==> src/rtl/digit_scan_driver.sv <==
// digit_scan_driver
//   Time-multiplexed 7-segment driver for NUM_DIGITS common digits sharing one
//   segment bus. Hex decode, per-digit dp/blank/blink, leading-zero
//   suppression, dead time between digit slots, selectable polarity and
//   frame-synchronous double-buffered loading.
//
// Ports
//   CLK            system clock
//   RSTn           asynchronous active-low reset
//   Digit_Data     nibble k = value of digit k (digit 0 = rightmost)
//   Dp_Mask        1 = decimal point of digit k lit
//   Blank_Mask     1 = digit k always dark
//   Blink_Mask     1 = digit k dark during blink-off phase
//   Lz_Suppress    1 = leading-zero suppression enabled (live, not buffered)
//   Load           one-cycle strobe: capture data and masks into pending buffer
//   Digitron_Out   segments {dp,g,f,e,d,c,b,a}, registered
//   DigitronCS_Out one-hot digit selects, registered
//   Frame_Pulse    one-cycle pulse after the display buffer was updated
//
// Handshake: Load is a bare strobe with no ready; the pending buffer always
// accepts and the latest Load before a frame boundary wins.
module digit_scan_driver #(
   parameter int NUM_DIGITS     = 4,
   parameter int SCAN_DIV       = 200,
   parameter int DEAD_CYCLES    = 2,
   parameter int BLINK_FRAMES   = 64,
   parameter int SEG_ACTIVE_LOW = 0,
   parameter int CS_ACTIVE_LOW  = 1
) (
   input  logic                      CLK,
   input  logic                      RSTn,
   input  logic [4*NUM_DIGITS-1:0]   Digit_Data,
   input  logic [NUM_DIGITS-1:0]     Dp_Mask,
   input  logic [NUM_DIGITS-1:0]     Blank_Mask,
   input  logic [NUM_DIGITS-1:0]     Blink_Mask,
   input  logic                      Lz_Suppress,
   input  logic                      Load,
   output logic [7:0]                Digitron_Out,
   output logic [NUM_DIGITS-1:0]     DigitronCS_Out,
   output logic                      Frame_Pulse
);

   localparam int PW = $clog2(SCAN_DIV);
   localparam int IW = (NUM_DIGITS > 1) ? $clog2(NUM_DIGITS) : 1;
   localparam int BW = (BLINK_FRAMES > 1) ? $clog2(BLINK_FRAMES) : 1;

   localparam logic [PW-1:0]         CNT_LAST = PW'(SCAN_DIV - 1);
   localparam logic [PW-1:0]         CNT_DEAD = PW'(DEAD_CYCLES);
   localparam logic [IW-1:0]         IDX_LAST = IW'(NUM_DIGITS - 1);
   localparam logic [BW-1:0]         BLK_LAST = BW'(BLINK_FRAMES - 1);
   localparam logic [7:0]            SEG_INV  = (SEG_ACTIVE_LOW != 0) ? 8'hFF : 8'h00;
   localparam logic [NUM_DIGITS-1:0] CS_INV   = (CS_ACTIVE_LOW != 0) ? '1 : '0;

   logic [PW-1:0]           cnt;
   logic [IW-1:0]           idx;
   logic [BW-1:0]           blink_cnt;
   logic                    blink_on;

   logic [4*NUM_DIGITS-1:0] pend_data, disp_data;
   logic [NUM_DIGITS-1:0]   pend_dp, pend_blank, pend_blink;
   logic [NUM_DIGITS-1:0]   disp_dp, disp_blank, disp_blink;
   logic                    pend_valid;

   logic                    tick;
   logic                    frame_end;
   logic                    dead;
   logic [NUM_DIGITS:0]     all_zero;
   logic [7:0]              seg_next;
   logic [NUM_DIGITS-1:0]   cs_next;

   function automatic logic [6:0] hex7(input logic [3:0] v);
      case (v)
         4'h0: hex7 = 7'h3F;
         4'h1: hex7 = 7'h06;
         4'h2: hex7 = 7'h5B;
         4'h3: hex7 = 7'h4F;
         4'h4: hex7 = 7'h66;
         4'h5: hex7 = 7'h6D;
         4'h6: hex7 = 7'h7D;
         4'h7: hex7 = 7'h07;
         4'h8: hex7 = 7'h7F;
         4'h9: hex7 = 7'h6F;
         4'hA: hex7 = 7'h77;
         4'hB: hex7 = 7'h7C;
         4'hC: hex7 = 7'h39;
         4'hD: hex7 = 7'h5E;
         4'hE: hex7 = 7'h79;
         default: hex7 = 7'h71;
      endcase
   endfunction

   assign tick      = (cnt == CNT_LAST);
   // With a single digit IDX_LAST is 0, so every tick is a frame boundary.
   assign frame_end = tick && (idx == IDX_LAST);
   assign dead      = (cnt < CNT_DEAD);

   always_comb begin
      all_zero             = '0;
      seg_next             = 8'h00;
      cs_next              = '0;
      // all_zero[k]: digits k..NUM_DIGITS-1 of the display buffer are all zero
      all_zero[NUM_DIGITS] = 1'b1;
      for (int k = NUM_DIGITS - 1; k >= 0; k--) begin
         all_zero[k] = all_zero[k+1] & (disp_data[4*k +: 4] == 4'h0);
      end
      if (!dead) begin
         for (int k = 0; k < NUM_DIGITS; k++) begin
            if (idx == IW'(k)) begin
               cs_next[k] = 1'b1;
               // Dark digits keep their select so the scan rhythm is unchanged.
               if (!(disp_blank[k] |
                     (disp_blink[k] & ~blink_on) |
                     (Lz_Suppress & all_zero[k] & (k != 0)))) begin
                  seg_next = {disp_dp[k], hex7(disp_data[4*k +: 4])};
               end
            end
         end
      end
   end

   // Slot prescaler, digit index and blink timing.
   always_ff @(posedge CLK or negedge RSTn) begin
      if (!RSTn) begin
         cnt       <= '0;
         idx       <= '0;
         blink_cnt <= '0;
         blink_on  <= 1'b1;
      end else begin
         cnt <= tick ? '0 : cnt + 1'b1;
         if (tick) begin
            idx <= (idx == IDX_LAST) ? '0 : idx + 1'b1;
         end
         if (frame_end) begin
            if (blink_cnt == BLK_LAST) begin
               blink_cnt <= '0;
               blink_on  <= ~blink_on;
            end else begin
               blink_cnt <= blink_cnt + 1'b1;
            end
         end
      end
   end

   // Double buffer: a Load on the boundary clock goes straight to the display.
   always_ff @(posedge CLK or negedge RSTn) begin
      if (!RSTn) begin
         pend_data  <= '0;
         pend_dp    <= '0;
         pend_blank <= '0;
         pend_blink <= '0;
         pend_valid <= 1'b0;
         disp_data  <= '0;
         disp_dp    <= '0;
         disp_blank <= '0;
         disp_blink <= '0;
      end else begin
         if (Load) begin
            pend_data  <= Digit_Data;
            pend_dp    <= Dp_Mask;
            pend_blank <= Blank_Mask;
            pend_blink <= Blink_Mask;
            pend_valid <= 1'b1;
         end
         if (frame_end && (pend_valid || Load)) begin
            disp_data  <= Load ? Digit_Data : pend_data;
            disp_dp    <= Load ? Dp_Mask    : pend_dp;
            disp_blank <= Load ? Blank_Mask : pend_blank;
            disp_blink <= Load ? Blink_Mask : pend_blink;
            pend_valid <= 1'b0;
         end
      end
   end

   // Output registers; polarity is applied here, after all darkening.
   always_ff @(posedge CLK or negedge RSTn) begin
      if (!RSTn) begin
         Digitron_Out   <= SEG_INV;
         DigitronCS_Out <= CS_INV;
         Frame_Pulse    <= 1'b0;
      end else begin
         Digitron_Out   <= seg_next ^ SEG_INV;
         DigitronCS_Out <= cs_next ^ CS_INV;
         Frame_Pulse    <= frame_end & (pend_valid | Load);
      end
   end

endmodule

==> config.mk <==
export PLATFORM = sky130hd
export DESIGN_NAME = digit_scan_driver
export DESIGN_NICKNAME = d
export VERILOG_FILES = /design/src/rtl/digit_scan_driver.sv
export SDC_FILE = /design/constraint.sdc
export NUM_CORES = 1
export LEC_CHECK = 0
export ABC_CLOCK_PERIOD_IN_PS = 5100
export BUFFER_PORTS_ARGS = -buffer_cell sky130_fd_sc_hd__buf_2
export CAP_MARGIN = 20
export CELL_PAD_IN_SITES_DETAIL_PLACEMENT = 1
export CELL_PAD_IN_SITES_GLOBAL_PLACEMENT = 1
export CORE_UTILIZATION = 35
export CTS_BUF_LIST = sky130_fd_sc_hd__clkbuf_8 sky130_fd_sc_hd__clkbuf_16
export DETAILED_ROUTE_END_ITERATION = 8
export PLACE_DENSITY_LB_ADDON = 0.1
export SYNTH_ARGS = -nofsm -noshare
export SYNTH_HDL_FRONTEND = slang
export SYNTH_SLANG_ARGS = --single-unit
==> constraint.sdc <==
create_clock -name CLK -period 5.1 [get_ports CLK]
set_input_delay 0.765 -clock CLK [delete_from_list [all_inputs] [get_ports CLK]]
set_output_delay 0.765 -clock CLK [all_outputs]
set_load 0.05 [all_outputs]
==> results of run 1 <==
[cell type report]
type                            instances  share of cell area (%)
Multi-Input combinational cell        299                    44.6
Sequential cell                        87                    39.3
Timing Repair Buffer                   45                    4.51
Clock buffer                            9                    4.06
Tap cell                              176                    3.97
Clock inverter                          7                    2.05
Inverter                               21                    1.42
[routing by layer]
metal | share of wire, % | up-vias | global-route usage (%)
li1 | - | 1596 | -
met1 | 45 | 1688 | 21.2
met2 | 50 | 39 | 27.3
met3 | 2.7 | 16 | 3.66
met4 | 2.0 | 0 | 6.95
met5 | 0 | - | 0
[power breakdown]
group / switching, W / internal, W
sequential: 0.00000529 / 0.000712
combinational: 0.0000360 / 0.0000327
clock: 0.000273 / 0.000476
[worst max-delay path, cell delays in order (launching register included)]
cell	delay (ns)
dfrtp_1	0.37
ha_1	0.26
and3_1	0.21
and3_1	0.50
nand3b_2	0.91
mux2_4	0.60
[how the worst max path moves through the flow]
stage,from,endpoint,slack (ns),depth (start not counted)
3_5_place_dp,Load,disp_data[1],1.74,4
5_1_grt,cnt[1],disp_data[4],1.85,5
6_report,cnt[1],disp_data[1],2.12,5
3_3_place_gp,Load,disp_data[8],1.89,4
4_1_cts,cnt[1],disp_data[4],2.04,5
2_1_floorplan,Load,disp_blank[0],3.03,4
[stage by stage]
step	cells	util, %	hold WS (ns)
after floorplan	430	-	0.433
after global placement	627	38.7	0.448
after detailed placement	627	38.7	0.453
after CTS	643	41.2	0.462
after global routing	644	41.4	0.423
final	644	41.4	0.390
[cells in the final DEF, fill, tap and decap left out, types with 5 or more instances in the layout]
master     count
mux2_4        20
ha_1          30
nand3_1        7
o211ai_1       5
mux2_2        38
buf_2         43
nor3_1        10
a211oi_1       5
mux2i_1       14
nor2_1        19
inv_1         23
clkbuf_16      9
nor2b_1        5
a21oi_1       20
and3_1         6
nand2b_1       6
o21ai_0       21
nand2_1       32
dfrtp_1       82
dfstp_2        5
[flip-flops by register name (all words and copies together) (netlist names)]
register and count:
disp_blink 4, disp_data 16, blink_on 1, pend_blink 4, Digitron_Out 8, disp_dp 4
pend_blank 4, disp_blank 4, pend_data 16, DigitronCS_Out 4, Frame_Pulse 1, blink_cnt 6
pend_valid 1, cnt 8, pend_dp 4, idx 2
[cells by family (layout without fill, tap and decap cells)]
logic type	Yosys count	count (layout)	share of synthesized area, %
DFF	87	87	44.9
and+or+nand+nor	106	106	11.7
muxes	75	75	19.2
buffers and inverters	44	82	4.24
adders and majority gates	30	30	7.71
xor gates and xnor gates	7	7	1.26
AOI/OAI and AO/OA	81	81	11.0
==> impl_metrics.yaml, run 1 <==
run_status:
  status: "completed"
timing:
  clock_skew_ns: 0.00612
  worst_slew_pin_slew_ns: 1.08
  rsz0062_at_grt: "false"
  slew_viol_final: 0
  period_minus_slack_ns: 2.98
  setup_tns_ns: 0
  fin_crit_sh_pct: 58.5
  max_freq_ghz: 0.335
  setup-violations-final: 0
  hold_viol: 0
  setup_slack_ns: 2.12
  slew_headroom_pct: 27.4
cts:
  cts-root-buf: "clkbuf_16"
  cts_resized: 0
  clock_path_buffers: 2
  cts_sinks: 87
  h-tree-depth: 3
  hold_buffers: 0
  cts_setup_buffers: 0
  cts.clk_slew.worst_paths_ns: 0.06
  clock_latency_ns: 0.35
  cts_tree: "yes"
  cts_buffers: 9
drt:
  vias: 3339
  drc: 0
  routed_wl_um: 10900
  wl_per_cell_um: 16.9
  drt_iter0_drc: 108
  drtAntennaViolNets: 0
  drtPass1Iterations: 5
  avgViaCountPerCell: 5.18
die:
  start_util_pct: 36.3
  dieArea_mm2: 0.0144
  fp-row-count: 42
  die_w_um: 120
  dieHeight_um: 120
  core_mm2: 0.0134
  ios: 45
yosys:
  ys_dominant_reg_cell: "dfrtp_1"
  synth_cell_type_count: 60
  async_flop_share_pct: 100
  yosys_warnings: 0
  ys_ff_latch: 87
  syn_area_per_cell_um2: 11.3
  synthTopCellsByArea: "dfrtp_1 42%, mux2_2 8.8%, ha_1 7.7%, mux2_4 6.2%, mux2i_1 2.9%"
  syn_area_mm2: 0.00487
  seq_area_frac_synth_pct: 44.9
  synth_top_area_share_pct: 42.2
  synth-edff-count: 0
  yosys.area.top_type: "dfrtp_1"
  syn-num-nets: 492
  synthesis.instances: 430
  yosys-top-cells-count: "82 x dfrtp_1, 38 x mux2_2, 32 x nand2_1"
  yosysMostFrequentCell: "dfrtp_1"
cells_and_area:
  drive_above_1_share_pct: 28.8
  diodes: 0
  final_cell_area_mm2: 0.00555
  nNetsFinal: 525
  area_growth_pct: 14.0
  multiInputGateArea_mm2: 0.00248
  n_fill_cell: 1452
  ff_latch_area_mm2: 0.00218
grt:
  antenna_found_initial: 0
  grt_overflow: 0
  grt_use_total_pct: 16.7
  grt_pass1_wl_um: 18400
  grt_max_degree: 88
  grt_pass1_vias: 3472
flow_run:
  max-cap-violations: 0
critical_path:
  crit_arrival_ns: 3.21
  cp_max_fo: 28
  crit_path_start_kind: "flop"
  r2r_slack_ns: 2.12
  reg2reg_from: "cnt[1]"
  critPathRequiredTime_ns: 5.33
  reg2reg_to: "disp_data[1]"
  crit_type: "reg -> reg"
  cp-end-kind: "flop"
  reg2regPathDepth: 5
power:
  ir_worst_vdd_mv: 0.156
  power_w: 0.00153
  p_per_area_mw_per_mm2: 277
  p_leak_nw: 2.45
hold_path:
  hold_path.class: "in -> async"
placement:
  routabilityCongestion: 0.850
  placed_area_mm2: 0.00518
  hpwl_um: 7740
  io_buffer_count: 44
  place_ws_ns: 1.74
(Power assumes the default switching activity.)
==> inputs of run 2 (changes only) <==
- ABC_AREA: not set -> 1
- ABC_CLOCK_PERIOD_IN_PS: 5100 -> 2400
- clock period: 5.1 -> 2.4 ns (I/O delays scaled with it)
==> impl_metrics.yaml, run 2 <==
cts:
  cts_tree: "yes"
  cts_resized: 0
  clock_path_buffers: 2
  cts.clk_slew.worst_paths_ns: 0.06
  cts_sinks: 87
  clock_latency_ns: 0.34
  cts-root-buf: "clkbuf_16"
  hold_buffers: 0
  h-tree-depth: 3
  cts_setup_buffers: 0
  cts_buffers: 9
power:
  pwr-share-clk_pct: 45.5
  p_int_w: 0.00237
  p_per_area_mw_per_mm2: 548
  p_switching_w: 0.000678
  combinationalPowerShare_pct: 4.7
  seqPwrFrac_pct: 49.8
  swShare_pct: 22.2
  ir_worst_vdd_mv: 0.306
  p_leak_nw: 2.84
yosys:
  yosys-top-cells-count: "202 x nand2_1, 82 x dfrtp_1, 53 x nand3_1"
  synthTopCellsByArea: "dfrtp_1 42%, nand2_1 15%, ha_1 7.6%, nand3_1 5.4%, nand2_2 4.2%"
  yosys_warnings: 0
  yosysMostFrequentCell: "nand2_1"
  yosys.area.top_type: "dfrtp_1"
  synth-edff-count: 0
  syn-num-nets: 664
  seq_area_frac_synth_pct: 44.3
  async_flop_share_pct: 100
  synth_top_area_share_pct: 41.7
  synth_cell_type_count: 36
  synthesis.instances: 602
  ys_ff_latch: 87
  syn_area_mm2: 0.00492
  ys_dominant_reg_cell: "dfrtp_1"
  syn_area_per_cell_um2: 8.18
die:
  core_mm2: 0.0135
  dieHeight_um: 121
  ios: 45
  die_w_um: 121
  fp-row-count: 42
  dieArea_mm2: 0.0145
  start_util_pct: 36.5
run_status:
  status: "completed"
grt:
  grt_overflow: 0
  grt_pass1_wl_um: 21300
  grt_pass1_vias: 4318
  grt_use_total_pct: 19.0
  grt_max_degree: 51
  antenna_found_initial: 0
critical_path:
  reg2reg_from: "cnt[1]"
  reg2regPathDepth: 7
  crit_start: "cnt[1]"
  crit_path_start_kind: "flop"
  critPathCapture: "disp_data[9]"
  r2r_slack_ns: 0.32
  crit_arrival_ns: 2.34
  crit_type: "reg -> reg"
  cp-end-kind: "flop"
  cp_max_fo: 50
  critPathRequiredTime_ns: 2.66
  reg2reg_to: "disp_data[9]"
placement:
  hpwl_um: 9290
  routabilityCongestion: 0.833
  io_buffer_count: 44
  place_inst: 811
drt:
  drtAntennaViolNets: 0
  drt_iter0_drc: 140
  vias: 4018
  avgViaCountPerCell: 4.86
  wl_per_cell_um: 14.9
  drtPass1Iterations: 4
  drc: 0
  routed_wl_um: 12400
timing:
  hold_viol: 0
  period_minus_slack_ns: 2.08
  clock_skew_ns: 0.0102
  worst_slew_pin_slew_ns: 0.627
  setup_tns_ns: 0
  setup-violations-final: 0
  fin_crit_sh_pct: 86.8
  rsz0062_at_grt: "false"
  slew_viol_final: 0
  slew_headroom_pct: 58.2
  max_freq_ghz: 0.480
cells_and_area:
  area_growth_pct: 13.2
  largestRegisters: "disp_data (16), pend_data (16)"
  layout_common_cells: "202 x nand2_1, 82 x dfrtp_1, 53 x nand3_1, 48 x inv_1, 43 x buf_2"
  n_fill_cell: 1617
  drive_above_1_share_pct: 21.0
  final_cells: 827
  diodes: 0
  fin_util_pct: 41.3
  layout_commonest_cell: "nand2_1"
  nNetsFinal: 708
hold_path:
  hold_path.class: "in -> async"
flow_run:
  max-cap-violations: 0
-- run 2: cell types whose count changed after synthesis, sizes merged, moves of 7 or more --
cell and delta:
buf -7, nor2 +22, nand2 +202, inv +29, o21ai +18, mux2i -14
mux2 -57, nor3 -7, nand3 +48
-- run 2: worst min-delay path by stage --
| stage | endpoint | cells after the start |
|---|---|---|
| 2_1_floorplan | Digitron_Out[0] | 0 |
| 3_3_place_gp | pend_blank[0] | 1 |
| 3_5_place_dp | pend_blank[0] | 1 |
| 4_1_cts | pend_blank[0] | 1 |
| 5_1_grt | pend_blank[0] | 1 |
| 6_report | pend_blink[0] | 1 |
-- run 2: worst max-delay path, cell delays in order, from the launching register on --
cell and delay, ns:
dfrtp_1 0.38, ha_1 0.23, nand2_2 0.12, nor4_4 0.39, nand3_4 0.20, clkinv_4 0.47, nand2_2 0.11, o21ai_2 0.08
-- run 2: kinds of logic (layout without fill, tap and decap cells) --
kind of cell,count (synthesis),after routing,share of synthesized area [%]
simple gates,340,340,30.6
fa+ha+maj,30,30,7.62
xor+xnor,6,6,1.07
flops,87,87,44.3
mux,1,1,0.229
compound gates,70,70,9.25
buf+inv,68,117,6.86
-- run 2: power groups by stage --
| stage | registers (W) | logic [W] | clock network (W) |
|---|---|---|---|
| finish | 0.00152 | 0.000145 | 0.00139 |
| global route | 0.00152 | 0.000169 | 0.00151 |
| CTS | 0.00152 | 0.000151 | 0.00144 |
| detailed placement | 0.00155 | 0.000151 | 0 |
| floorplan | 0.00154 | 0.0000631 | 0 |
| global placement | 0.00154 | 0.000148 | 0 |
-- run 2: area by class of cell --
class,count,area (um^2),area share [%]
multi-input combinational,447,2400,43.1
sequential,87,2180,39.2
timing repair buffer,49,273,4.89
clock buffer,10,239,4.29
tap,176,220,3.95
inverter,52,200,3.59
clock inverter,6,53.8,0.965
-- run 2: metrics by stage --
| stage | area [um^2] | total power (W) | setup WS, ns | hold slack (ns) |
|---|---|---|---|---|
| 6_report | 5570 | 0.00305 | 0.317 | 0.0229 |
| 3_3_place_gp | 5280 | 0.00169 | 0.383 | 0.428 |
| 3_5_place_dp | 5280 | 0.00170 | 0.309 | 0.423 |
| 4_1_cts | 5570 | 0.00311 | 0.290 | 0.0542 |
| 5_1_grt | 5570 | 0.00320 | 0.185 | 0.0771 |
| 2_1_floorplan | 4920 | 0.00161 | 0.782 | 0.0644 |
-- run 2: routing by layer --
layer | vias up | routed length [um] | global-route usage [%] | share of wire (%)
met5 | - | 0 | 0 | 0
met4 | 0 | 146 | 5.40 | 1.2
met1 | 1942 | 5930 | 24.5 | 48
met2 | 58 | 5930 | 32.3 | 48
met3 | 13 | 341 | 3.82 | 2.8
li1 | 2005 | - | - | -
